## src/rtl/vga_pkg.sv

```systemverilog
// vga_pkg: shared definitions for the VGA palette path.
//   RGB_W        - pixel colour width, packed {R[23:16], G[15:8], B[7:0]}
//   clr_idx_t    - named indices of the sixteen standard text-mode colours
//   DEFAULT_PAL  - reset contents of palette entries 0..15
//   default_rgb  - reset value for any palette entry (0 above entry 15)
package vga_pkg;

  localparam int RGB_W        = 24;
  localparam int PAL_DEFAULTS = 16;

  typedef logic [RGB_W-1:0] rgb_t;

  typedef enum logic [3:0] {
    CLR_BLACK, CLR_BLUE, CLR_GREEN, CLR_CYAN,
    CLR_RED, CLR_MAGENTA, CLR_BROWN, CLR_LIGHT_GRAY,
    CLR_DARK_GRAY, CLR_BRIGHT_BLUE, CLR_BRIGHT_GREEN, CLR_BRIGHT_CYAN,
    CLR_BRIGHT_RED, CLR_BRIGHT_MAGENTA, CLR_YELLOW, CLR_WHITE
  } clr_idx_t;

  localparam rgb_t DEFAULT_PAL [PAL_DEFAULTS] = '{
    24'h000000, 24'h0000AA, 24'h00AA00, 24'h00AAAA,
    24'hAA0000, 24'hAA00AA, 24'hAA5500, 24'hAAAAAA,
    24'h555555, 24'h5555FF, 24'h55FF55, 24'h55FFFF,
    24'hFF5555, 24'hFF55FF, 24'hFFFF55, 24'hFFFFFF
  };

  function automatic rgb_t default_rgb(input int idx);
    if (idx >= 0 && idx < PAL_DEFAULTS) return DEFAULT_PAL[idx[3:0]];
    return '0;
  endfunction

endpackage

```

## src/rtl/vga_blink_timer.sv

```systemverilog
// vga_blink_timer: frame-based blink phase generator.
//   clk          - pixel clock
//   rst          - asynchronous active-high reset
//   frame_start  - one-cycle pulse per frame
//   blink_phase  - toggles every BLINK_FRAMES frames; 1 = blinking fg shows bg
// Only instantiated when VGA_PALETTE_BLINK_EN is defined.
module vga_blink_timer #(
  parameter int BLINK_FRAMES = 16
) (
  input  logic clk,
  input  logic rst,
  input  logic frame_start,
  output logic blink_phase
);

  localparam int CNT_W = (BLINK_FRAMES > 2) ? $clog2(BLINK_FRAMES) : 1;
  localparam logic [CNT_W-1:0] LAST_FRAME = CNT_W'(BLINK_FRAMES - 1);

  logic [CNT_W-1:0] frame_cnt;
  logic             wrap;

  assign wrap = frame_start && (frame_cnt == LAST_FRAME);

  always_ff @(posedge clk or posedge rst) begin
    if (rst) begin
      frame_cnt   <= '0;
      blink_phase <= 1'b0;
    end else if (frame_start) begin
      frame_cnt <= wrap ? '0 : frame_cnt + 1'b1;
      if (wrap) blink_phase <= ~blink_phase;
    end
  end

endmodule

```

## src/rtl/vga_palette_lut.sv

```systemverilog
// vga_palette_lut: two-stage programmable palette lookup.
//   clk, rst               - pixel clock, async active-high reset
//   pal_we/waddr/wdata     - palette entry write port
//   in_valid, in_de        - pixel qualifier and display enable
//   in_fb, in_fg, in_bg    - fg/bg select and colour indices
//   in_blink, frame_start  - blink attribute and frame pulse
//   out_valid, out_de      - inputs delayed by two clocks
//   out_rgb                - palette colour, 0 outside the active area
// Build option VGA_PALETTE_BLINK_EN: when defined, the blink timer is built
// and in_blink is honoured; otherwise blink is permanently off.
module vga_palette_lut
  import vga_pkg::*;
#(
  parameter int IDX_W        = 4,
  parameter int BLINK_FRAMES = 16
) (
  input  logic             clk,
  input  logic             rst,
  input  logic             pal_we,
  input  logic [IDX_W-1:0] pal_waddr,
  input  logic [23:0]      pal_wdata,
  input  logic             in_valid,
  input  logic             in_de,
  input  logic             in_fb,
  input  logic [IDX_W-1:0] in_fg,
  input  logic [IDX_W-1:0] in_bg,
  input  logic             in_blink,
  input  logic             frame_start,
  output logic             out_valid,
  output logic             out_de,
  output logic [23:0]      out_rgb
);

  localparam int PAL_N = 1 << IDX_W;

  rgb_t             pal [PAL_N];
  rgb_t             rd_rgb;
  logic             blink_phase;
  logic             blank_fg;
  logic [IDX_W-1:0] idx1;
  logic             valid1;
  logic             de1;

`ifdef VGA_PALETTE_BLINK_EN
  vga_blink_timer #(
    .BLINK_FRAMES(BLINK_FRAMES)
  ) u_blink_timer (
    .clk        (clk),
    .rst        (rst),
    .frame_start(frame_start),
    .blink_phase(blink_phase)
  );
`else
  localparam int unused_blink_frames = BLINK_FRAMES;
  logic unused_frame_start;
  assign unused_frame_start = frame_start;
  assign blink_phase        = 1'b0;
`endif

  assign blank_fg = in_blink && blink_phase;

  // Stage 1: pick the colour index.
  always_ff @(posedge clk or posedge rst) begin
    if (rst) begin
      idx1   <= '0;
      valid1 <= 1'b0;
      de1    <= 1'b0;
    end else begin
      idx1   <= (in_fb && !blank_fg) ? in_fg : in_bg;
      valid1 <= in_valid;
      de1    <= in_de;
    end
  end

  // Palette register file. Flops rather than RAM so reset restores defaults.
  always_ff @(posedge clk or posedge rst) begin
    if (rst) begin
      for (int i = 0; i < PAL_N; i++) pal[i] <= default_rgb(i);
    end else begin
      for (int i = 0; i < PAL_N; i++) begin
        if (pal_we && (pal_waddr == IDX_W'(i))) pal[i] <= pal_wdata;
      end
    end
  end

  // Write-first: a write landing on the entry being read wins this cycle.
  assign rd_rgb = (pal_we && (pal_waddr == idx1)) ? pal_wdata : pal[idx1];

  // Stage 2: lookup and blanking.
  always_ff @(posedge clk or posedge rst) begin
    if (rst) begin
      out_valid <= 1'b0;
      out_de    <= 1'b0;
      out_rgb   <= '0;
    end else begin
      out_valid <= valid1;
      out_de    <= de1;
      out_rgb   <= de1 ? rd_rgb : '0;
    end
  end

endmodule

```

## config.mk

```make
export PLATFORM = sky130hd
export DESIGN_NAME = vga_palette_lut
export DESIGN_NICKNAME = d
export VERILOG_FILES = /design/src/rtl/vga_pkg.sv /design/src/rtl/vga_blink_timer.sv /design/src/rtl/vga_palette_lut.sv
export SDC_FILE = /design/constraint.sdc
export NUM_CORES = 1
export LEC_CHECK = 0
export CAP_MARGIN = 20
export CELL_PAD_IN_SITES_DETAIL_PLACEMENT = 0
export CELL_PAD_IN_SITES_GLOBAL_PLACEMENT = 1
export CORE_MARGIN = 3
export CORE_UTILIZATION = 50
export CTS_CLUSTER_DIAMETER = 30
export DETAILED_ROUTE_END_ITERATION = 10
export PLACE_DENSITY_LB_ADDON = 0.1
export SLEW_MARGIN = 15
export SYNTH_ARGS = -nofsm -noshare
export SYNTH_HDL_FRONTEND = slang
export SYNTH_SLANG_ARGS = --single-unit
export TNS_END_PERCENT = 50
```

## constraint.sdc

```tcl
create_clock -name clk -period 16.5 [get_ports clk]
set_input_delay 2.475 -clock clk [delete_from_list [all_inputs] [get_ports clk]]
set_output_delay 2.475 -clock clk [all_outputs]
set_load 0.01 [all_outputs]
```

==> metrics.txt, run 1 <==
Total Neg Setup Slack=0 ns; Async S/R FF share, synth=100%; dpl cell area=0.0197 mm^2; end-of-flow core utilization=62.9%; Port Buffers=67; Hold Crit Class=reg2reg; Max stage delay on crit path=0.88 ns; Crit Path Max Fanout=24; DIE WIDTH=199 um; CP endpoint kind=flop; Synth Area per Inst=16.4 um^2; top_reg_cell synth=dfrtp_1; Detailed Route Iter0 Violations=536; most frequent cell after synthesis=mux2_2; # setup viols final=0; ant diodes=0; nets@finish=1263; CP Launch Type=input pin; hold_ws=0.350 ns; FF/Latch Area=0.0107 mm^2; max cap viols=0; RSZ-0062 raised after global routing=no; PwrDens=166 mW/mm^2; Detailed Place HPWL=21.7 mm; final design instance area without fill=0.0230 mm^2; vias per cell=5.90; synthesized area=0.0186 mm^2; Tcrit/Tclk final=26.8%; DR WL/cell=24.7 um; Overflow after GRT=0; starting density of the core=50.8%; Fillers=2745; CP max stage cell=nand2b_2; top cells by area, synth=dfrtp_1 (30%), dfstp_2 (27%), mux2_2 (18%); Hold Crit Start=valid1; CTS sink cnt=416; pin count of the biggest net entering global routing=174; clock tree buffer depth=3; crit path cell chain=clkdlybuf4s50_1 > nand3b_1 > nand2b_2 > mux2_1; synth cell count leaders=mux2_2 (298), dfrtp_1 (224), dfstp_2 (192), mux4_2 (94), mux2_1 (90); Worst IR Drop VDD=0.119 mV; Vias=10400; CTS Hold Bufs=0; worst reg-to-reg setup slack=13.44 ns; critical path required time=16.96 ns; DIE AREA=0.0395 mm^2; remaining routing DRC violations=0; clk slew on worst S/H paths=0.04 ns; EDFF count, synth=0; post-route ant nets=0; Final Hold Viols=0; Post-CTS Setup Inserts=0; I/O pin count=70; share of the synthesized area in the top cell type=30.1%; top cell type by total area after synthesis=dfrtp_1; layout cells sized above 1=61.8%; Routed Wire Length=43.7 mm; initial antenna violation count=1; area of the core=0.0366 mm^2; Gate Count Post-Synth=1133; yosys warns=0; Static Leakage=0.00948 uW; register area share after synthesis=57.3%; Synth cell types=29; Peak Freq=0.226 GHz; # resized after CTS=0; Worst Clk Skew=0.0105 ns; headroom to the max-slew limit=23.9%; R2R Path Start=idx1[0]; status=completed; Hold EP=out_valid; Min Clock Period, post-route=4.42 ns; DIE HEIGHT=199 um; Final Slew Violations=0; worst slew pin tran=1.14 ns; Clock Latency Late Sink=0.60 ns; Worst Hold Depth=0; CP arrival=4.88 ns; count of state elements after synthesis=416; H-tree level count=3; CP Class=in2reg; syn_nets=1177; Area growth, synth to finish=23.9%; row count=70; area occupied by multi-input gates=0.00752 mm^2; RD Place Congestion=0.700; CTS tree=yes; vias in the first global route=11100; TritonRoute pass-1 iters=5; cts bufs inserted=94; Register-to-Register Path Depth=5; Root Buffer=clkbuf_16; GRT Overall Usage=22.7%; Worst R2R End=out_rgb[11]; first-pass GRT wire length=66.8 mm
-- flip-flops by register name, indices dropped and copies added (netlist names) --
signal	count
pal	384
valid1	1
out_rgb	24
out_valid	1
out_de	1
idx1	4
de1	1
-- kinds of logic after synthesis --
| kind of cell | Yosys count | share of synthesized area (%) |
|---|---|---|
| flip-flops | 416 | 57.3 |
| AND/OR/NAND/NOR | 54 | 1.37 |
| XOR/XNOR | 4 | 0.188 |
| buffers and inverters | 102 | 2.86 |
| AO/OA/AOI/OAI | 73 | 3.16 |
| multiplexers | 484 | 35.2 |
-- where the power goes --
part	switching, uW	internal, uW	total [uW]	leakage [uW]
clock network	576	1320	1900	0.00163
registers	113	1330	1440	0.00478
logic	176	309	485	0.00308
-- stage by stage --
stage / std cells / setup WS [ns] / power [uW]
6_report: 1765 / 12.08 / 3830
4_1_cts: 1763 / 12.14 / 3870
3_5_place_dp: 1589 / 11.52 / 1950
2_1_floorplan: 1133 / 2.76 / 1810
3_3_place_gp: 1586 / 11.43 / 1930
5_1_grt: 1765 / 12.04 / 3990
-- area by class of cell --
class | instances | area share (%)
clock buffers | 120 | 11.6
repair buffers | 90 | 4.08
flip-flops and latches | 416 | 46.2
multi-input cells | 615 | 32.6
well taps | 468 | 2.54
inverters | 2 | 0.0652
clock inverters | 54 | 2.83
-- worst max path at each step --
stage | depth (start not counted) | to | from | slack [ns]
after CTS | 4 | pal[359] | pal_waddr[1] | 12.14
after global routing | 4 | pal[171] | pal_we | 12.04
after detailed placement | 4 | pal[359] | pal_waddr[1] | 11.52
final | 4 | pal[171] | pal_we | 12.08
after global placement | 4 | pal[292] | pal_we | 11.43
after floorplan | 1 | de1 | rst | 2.76
-- critical path, delay by kind of cell --
family,cells,cell delay (ns)
buf+inv,1,0.60
simple gates,2,1.22
mux,1,0.56
-- layer usage --
layer	track usage [%]	routed length, um	vias up
li1	-	-	4472
met1	34.0	21300	5655
met2	33.6	19700	214
met3	4.47	1720	67
met4	7.39	900	2
met5	0	13	-
-- placed cells by master (no fill, tap or decap), types with 4 or more instances in the layout --
cell and count:
mux2_2 298, dfrtp_1 222, dfstp_2 192, clkbuf_16 95, mux4_2 94, mux2_1 90
clkdlybuf4s50_1 67, a22oi_1 46, nand2_1 26, a22o_1 24, clkinv_2 21, clkbuf_8 20
buf_4 17, bufinv_16 12, clkinvlp_4 10, nor2_4 9, clkbuf_1 5, clkinv_4 5
inv_6 4
Power figures use the tool's default switching activity.
==> run 2: changes to the inputs <==
Clock period 16.5 ns to 4.6 ns, I/O delays scaled along.
==> metrics.txt, run 2 (synthesis gave the netlist of run 1 again) <==
status=completed; worst slew pin tran=1.13 ns (-0.0116 ns); final design instance area without fill=0.0231 mm^2 (+0.32%); DIE AREA=0.0395 mm^2 (unchanged); clock power share=50.8% (+1.2 points); critical path required time=5.10 ns (-11.86 ns); PnR worst setup slack=1.99 ns (-10.09 ns); PwrDens=610 mW/mm^2 (+270%); Hold Crit Start=valid1; end-of-flow core utilization=63.1% (+0.20 points); pin count of the biggest net entering global routing=149 (-14%); CP Launch Type=input pin; R2R Path Start=idx1[0]; Hold EP=out_valid; Overflow after GRT=0 (unchanged); Register-to-Register Path Depth=5 (unchanged); Worst R2R End=out_rgb[1]; # setup viols final=0 (unchanged); Root Buffer=clkbuf_16; Final Hold Viols=0 (unchanged); post-route ant nets=0 (unchanged); Crit Path Max Fanout=16 (-33%); sequential share of power=36.7% (-1.0 points); commonest non-fill, non-tap cell in the layout=mux2_2; DIE WIDTH=199 um (unchanged); Area growth, synth to finish=24.3%; share of total power in combinational logic=12.5% (-0.2 points); remaining routing DRC violations=0 (unchanged); Tcrit/Tclk final=56.7%; clk slew on worst S/H paths=0.05 ns (about the same); Final Slew Violations=0 (unchanged); starting density of the core=50.8% (unchanged); CP arrival=3.11 ns (-1.77 ns); first-pass GRT wire length=67.3 mm (+0.66%); switching share of total power=21.9% (-0.73 points); CP Class=in2reg; ant diodes=0 (unchanged); Worst Hold Depth=0 (unchanged); CTS Hold Bufs=0 (unchanged); I/O pin count=70 (unchanged); worst reg-to-reg setup slack=2.06 ns (-11.38 ns); vias in the first global route=11200 (+1.5%); CTS sink cnt=416 (unchanged); Pint=11000 uW (+270%); Min Clock Period, post-route=2.61 ns; Inst Count DP=1592 (+0.19%); Detailed Place HPWL=22.3 mm (+2.8%); clock tree buffer depth=3 (unchanged); Net Sw Power=3080 uW (+260%); initial antenna violation count=0 (-1); # resized after CTS=0 (unchanged); DR WL/cell=24.5 um (-0.81%); GRT Overall Usage=22.7% (-0.043 points); Largest register FFs=384 (unchanged); headroom to the max-slew limit=24.9% (+0.95 points); Fillers=2702 (-1.6%); Vias=10300 (-0.63%); Worst IR Drop VDD=0.352 mV (+200%); hold_ws=0.346 ns (-0.00395 ns); RD Place Congestion=0.701 (+0.23%); Clock Latency Late Sink=0.59 ns (about the same); dpl cell area=0.0197 mm^2 (+0.12%); layout cells sized above 1=61.2% (-0.58 points); DIE HEIGHT=199 um (unchanged); CP max stage cell=nor2_4; Peak Freq=0.383 GHz; Port Buffers=67 (unchanged); CP endpoint kind=flop; most frequent cells in the layout=mux2_2 (298), dfrtp_1 (222), dfstp_2 (192); RSZ-0062 raised after global routing=no; vias per cell=5.87 (-0.41%); CTS tree=yes; Post-CTS Setup Inserts=0 (unchanged); Static Leakage=0.00949 uW (+0.10%); max cap viols=0 (unchanged); Biggest register=pal; nets@finish=1261 (-0.16%); Hold Crit Class=reg2reg; area of the core=0.0366 mm^2 (unchanged); Worst Clk Skew=0.0194 ns (+0.00883 ns); Routed Wire Length=43.2 mm (-1.0%); final non-filler cell total=1761 (-0.23%); cts bufs inserted=91 (-3.2%); Largest regs=pal x384, out_rgb x24, idx1 x4; Max stage delay on crit path=0.77 ns (-0.11 ns); row count=70 (unchanged); pre-CTS setup slack=1.40 ns (-10.11 ns); TritonRoute pass-1 iters=4 (-1); H-tree level count=3 (unchanged); Detailed Route Iter0 Violations=483 (-9.9%); crit path cell chain=clkdlybuf4s50_1 > nand3b_1 > nor2_4 > buf_4 > mux2_2
==> run 2: cell count changes in the layout (fill, tap and decap cells not counted), moves of 3 or more <==
cell | previous run | this run
clkinv_2 | 21 | 8
buf_16 | 3 | 0
clkbuf_1 | 5 | 11
clkbuf_8 | 20 | 13
bufinv_16 | 12 | 22
==> run 2: area by class of cell <==
type,count,area (um^2),share of cell area [%]
Clock buffer,117,2550,11.0
Clock inverter,52,880,3.80
Inverter,2,11.3,0.0487
Multi-Input combinational cell,615,7520,32.5
Sequential cell,416,10700,46.1
Tap cell,468,586,2.53
Timing Repair Buffer,91,913,3.95
==> run 2: metrics by stage <==
stage          setup TNS [ns]  total power (uW)
6_report                    0             14100
4_1_cts                     0             14300
3_5_place_dp                0              6990
5_1_grt                     0             14700
2_1_floorplan         -353.52              6500
3_3_place_gp                0              6910
==> run 2: worst max-delay path, delay by kind of cell <==
kind,cells,cell delay [ns]
buffers and inverters,2,0.96
AND/OR/NAND/NOR,2,1.09
multiplexers,1,0.36
==> run 2: power groups by stage <==
stage / logic, uW / registers, uW / clock network (uW)
after floorplan: 1400 / 5100 / 0
after global placement: 1740 / 5180 / 0
after detailed placement: 1780 / 5210 / 0
after CTS: 1790 / 5170 / 7300
after global routing: 1920 / 5270 / 7490
final: 1760 / 5170 / 7170
==> run 2: how the worst max path moves through the flow <==
stage	startpoint	to	slack, ns	cells after the start
after floorplan	rst	de1	-1.54	1
after global placement	pal_we	pal[100]	1.43	5
after detailed placement	pal_we	pal[101]	1.40	5
after CTS	pal_we	pal[105]	2.01	5
after global routing	idx1[0]	out_rgb[4]	1.90	5
final	pal_we	pal[105]	1.99	5
==> run 2: per-layer routing <==
metal	track usage, %	share of wire, %
met5	0	0
met4	7.44	2.3
met3	4.49	5.2
met2	34.3	46
met1	33.2	46
==> run 3: changes to the inputs <==
Settings changed: CORE_UTILIZATION 50 to 47.
Clock period 4.6 ns to 2.1 ns, I/O delays scaled along.
==> metrics.txt, run 3 (synthesis gave the netlist of run 1 again) <==
CTS sink cnt=416 (unchanged); Final Hold Viols=0 (unchanged); most frequent cells in the layout=mux2_2 (298), dfrtp_1 (222), dfstp_2 (192); Hold Crit Class=in2reg; Overflow after GRT=0 (unchanged); first-pass GRT wire length=70.8 mm (+5.3%); clk slew on worst S/H paths=0.05 ns (about the same); nets@finish=1323 (+4.9%); starting density of the core=47.9% (-2.9 points); Routed Wire Length=45.2 mm (+4.7%); TritonRoute pass-1 iters=7 (+3); Static Leakage=0.00991 uW (+4.5%); Crit Path Max Fanout=24 (+8); Hold Crit Start=in_de; RSZ-0062 raised after global routing=yes; worst slew pin tran=1.19 ns (+0.0603 ns); DR WL/cell=24.1 um (-1.8%); Hold EP=de1; commonest non-fill, non-tap cell in the layout=mux2_2; status=completed; H-tree level count=3 (unchanged); I/O pin count=70 (unchanged); Vias=10600 (+2.7%); Largest regs=pal x384, out_rgb x24, idx1 x4; # setup viols final=0 (unchanged); Area growth, synth to finish=29.4%; Min Clock Period, post-route=2.04 ns; DIE AREA=0.0420 mm^2 (+6.2%); Detailed Route Iter0 Violations=492 (+1.9%); cts bufs inserted=91 (unchanged); Register-to-Register Path Depth=4 (-1); R2R Path Start=idx1[1]; Largest register FFs=384 (unchanged); Peak Freq=0.490 GHz; area of the core=0.0388 mm^2 (+6.1%); RD Place Congestion=0.718 (+2.4%); row count=72 (+2.9%); GRT Overall Usage=22.5% (-0.16 points); FF/Latch Area=0.0107 mm^2 (unchanged); Tcrit/Tclk final=97.3%; Detailed Place HPWL=26.3 mm (+18%); Final Slew Violations=0 (unchanged); remaining routing DRC violations=0 (unchanged); DIE WIDTH=205 um (+3.0%); PwrDens=1260 mW/mm^2 (+110%); worst reg-to-reg setup slack=0.06 ns (-2.00 ns); initial antenna violation count=1 (+1); Worst Clk Skew=0.0168 ns (-0.00262 ns); Root Buffer=clkbuf_16; CP arrival=2.56 ns (-0.55 ns); Worst Hold Depth=1 (+1); Clock Latency Late Sink=0.61 ns (+0.02 ns); Fillers=2841 (+5.1%); Post-CTS Setup Inserts=0 (unchanged); Worst R2R End=out_rgb[21]; DIE HEIGHT=205 um (+3.0%); Worst IR Drop VDD=0.982 mV (+180%); post-route ant nets=0 (unchanged); area occupied by multi-input gates=0.00753 mm^2 (+0.17%); max cap viols=0 (unchanged); CP endpoint kind=flop; Port Buffers=67 (unchanged); layout cells sized above 1=63.2% (+2.0 points); vias per cell=5.66 (-3.6%); final non-filler cell total=1876 (+6.5%); vias in the first global route=11700 (+3.8%); PnR worst setup slack=0.0577 ns (-1.93 ns); CP Class=reg2reg; Biggest register=pal; ant diodes=0 (unchanged); headroom to the max-slew limit=20.7% (-4.2 points); CP Launch Type=flop; pre-CTS setup slack=-0.0805 ns (-1.49 ns); clock tree buffer depth=3 (unchanged); pin count of the biggest net entering global routing=55 (-63%); Inst Count DP=1704 (+7.0%); critical path required time=2.62 ns (-2.48 ns); CTS tree=yes
==> run 3: cell type report <==
cell class	count	share of cell area [%]
multi-input cells	615	31.3
inverters	2	0.0468
repair buffers	153	7.96
well taps	518	2.69
clock buffers	117	10.6
clock inverters	55	3.07
flip-flops and latches	416	44.3
==> run 3: how the worst max path moves through the flow <==
stage,startpoint,end,slack [ns],depth (start not counted)
after CTS,idx1[1],out_rgb[21],0.06,4
after global routing,idx1[1],out_rgb[21],-0.02,4
after global placement,pal_waddr[2],pal[294],-0.06,6
after floorplan,rst,de1,-3.67,1
after detailed placement,pal_waddr[3],pal[266],-0.08,5
final,idx1[1],out_rgb[21],0.06,4
==> run 3: power breakdown <==
part / switching, uW / total (uW) / internal, uW
combinational: 1530 / 4120 / 2590
sequential: 857 / 11300 / 10500
clock: 4560 / 15000 / 10400
total: 6950 / 30400 / 23500
==> run 3: repair_timing <==
action,CTS,global route
setup endpoints to repair,0,3
gates resized for setup,0,1
hold buffers,0,0
hold endpoints to repair,0,0
==> run 3: metal layers <==
metal | GRT usage, % | share of wire, % | vias to the layer above
li1 | - | - | 4585
met3 | 4.00 | 4.2 | 63
met2 | 35.1 | 48 | 216
met4 | 6.83 | 1.8 | 2
met1 | 32.6 | 46 | 5755
met5 | 0 | 0.033 | -
==> run 3: worst max-delay path, cell delays in order, from the launching register on <==
cell and delay [ns]:
dfrtp_1 0.45, nor2b_4 0.94, a22oi_1 0.24, nand2_1 0.13, a22o_1 0.20
==> run 3: stage by stage <==
stage	cell area, um^2	hold slack [ns]	setup TNS, ns	util, %	total power (uW)
final	24100	0.159	0	62.0	30400
after detailed placement	20800	0.348	-4.07	53.5	15600
after global placement	20800	0.340	-3.93	53.5	15400
after CTS	24100	0.130	0	62.0	30800
after floorplan	18600	0.331	-1237.52	-	14200
after global routing	24100	0.149	-0.0355	62.0	31800
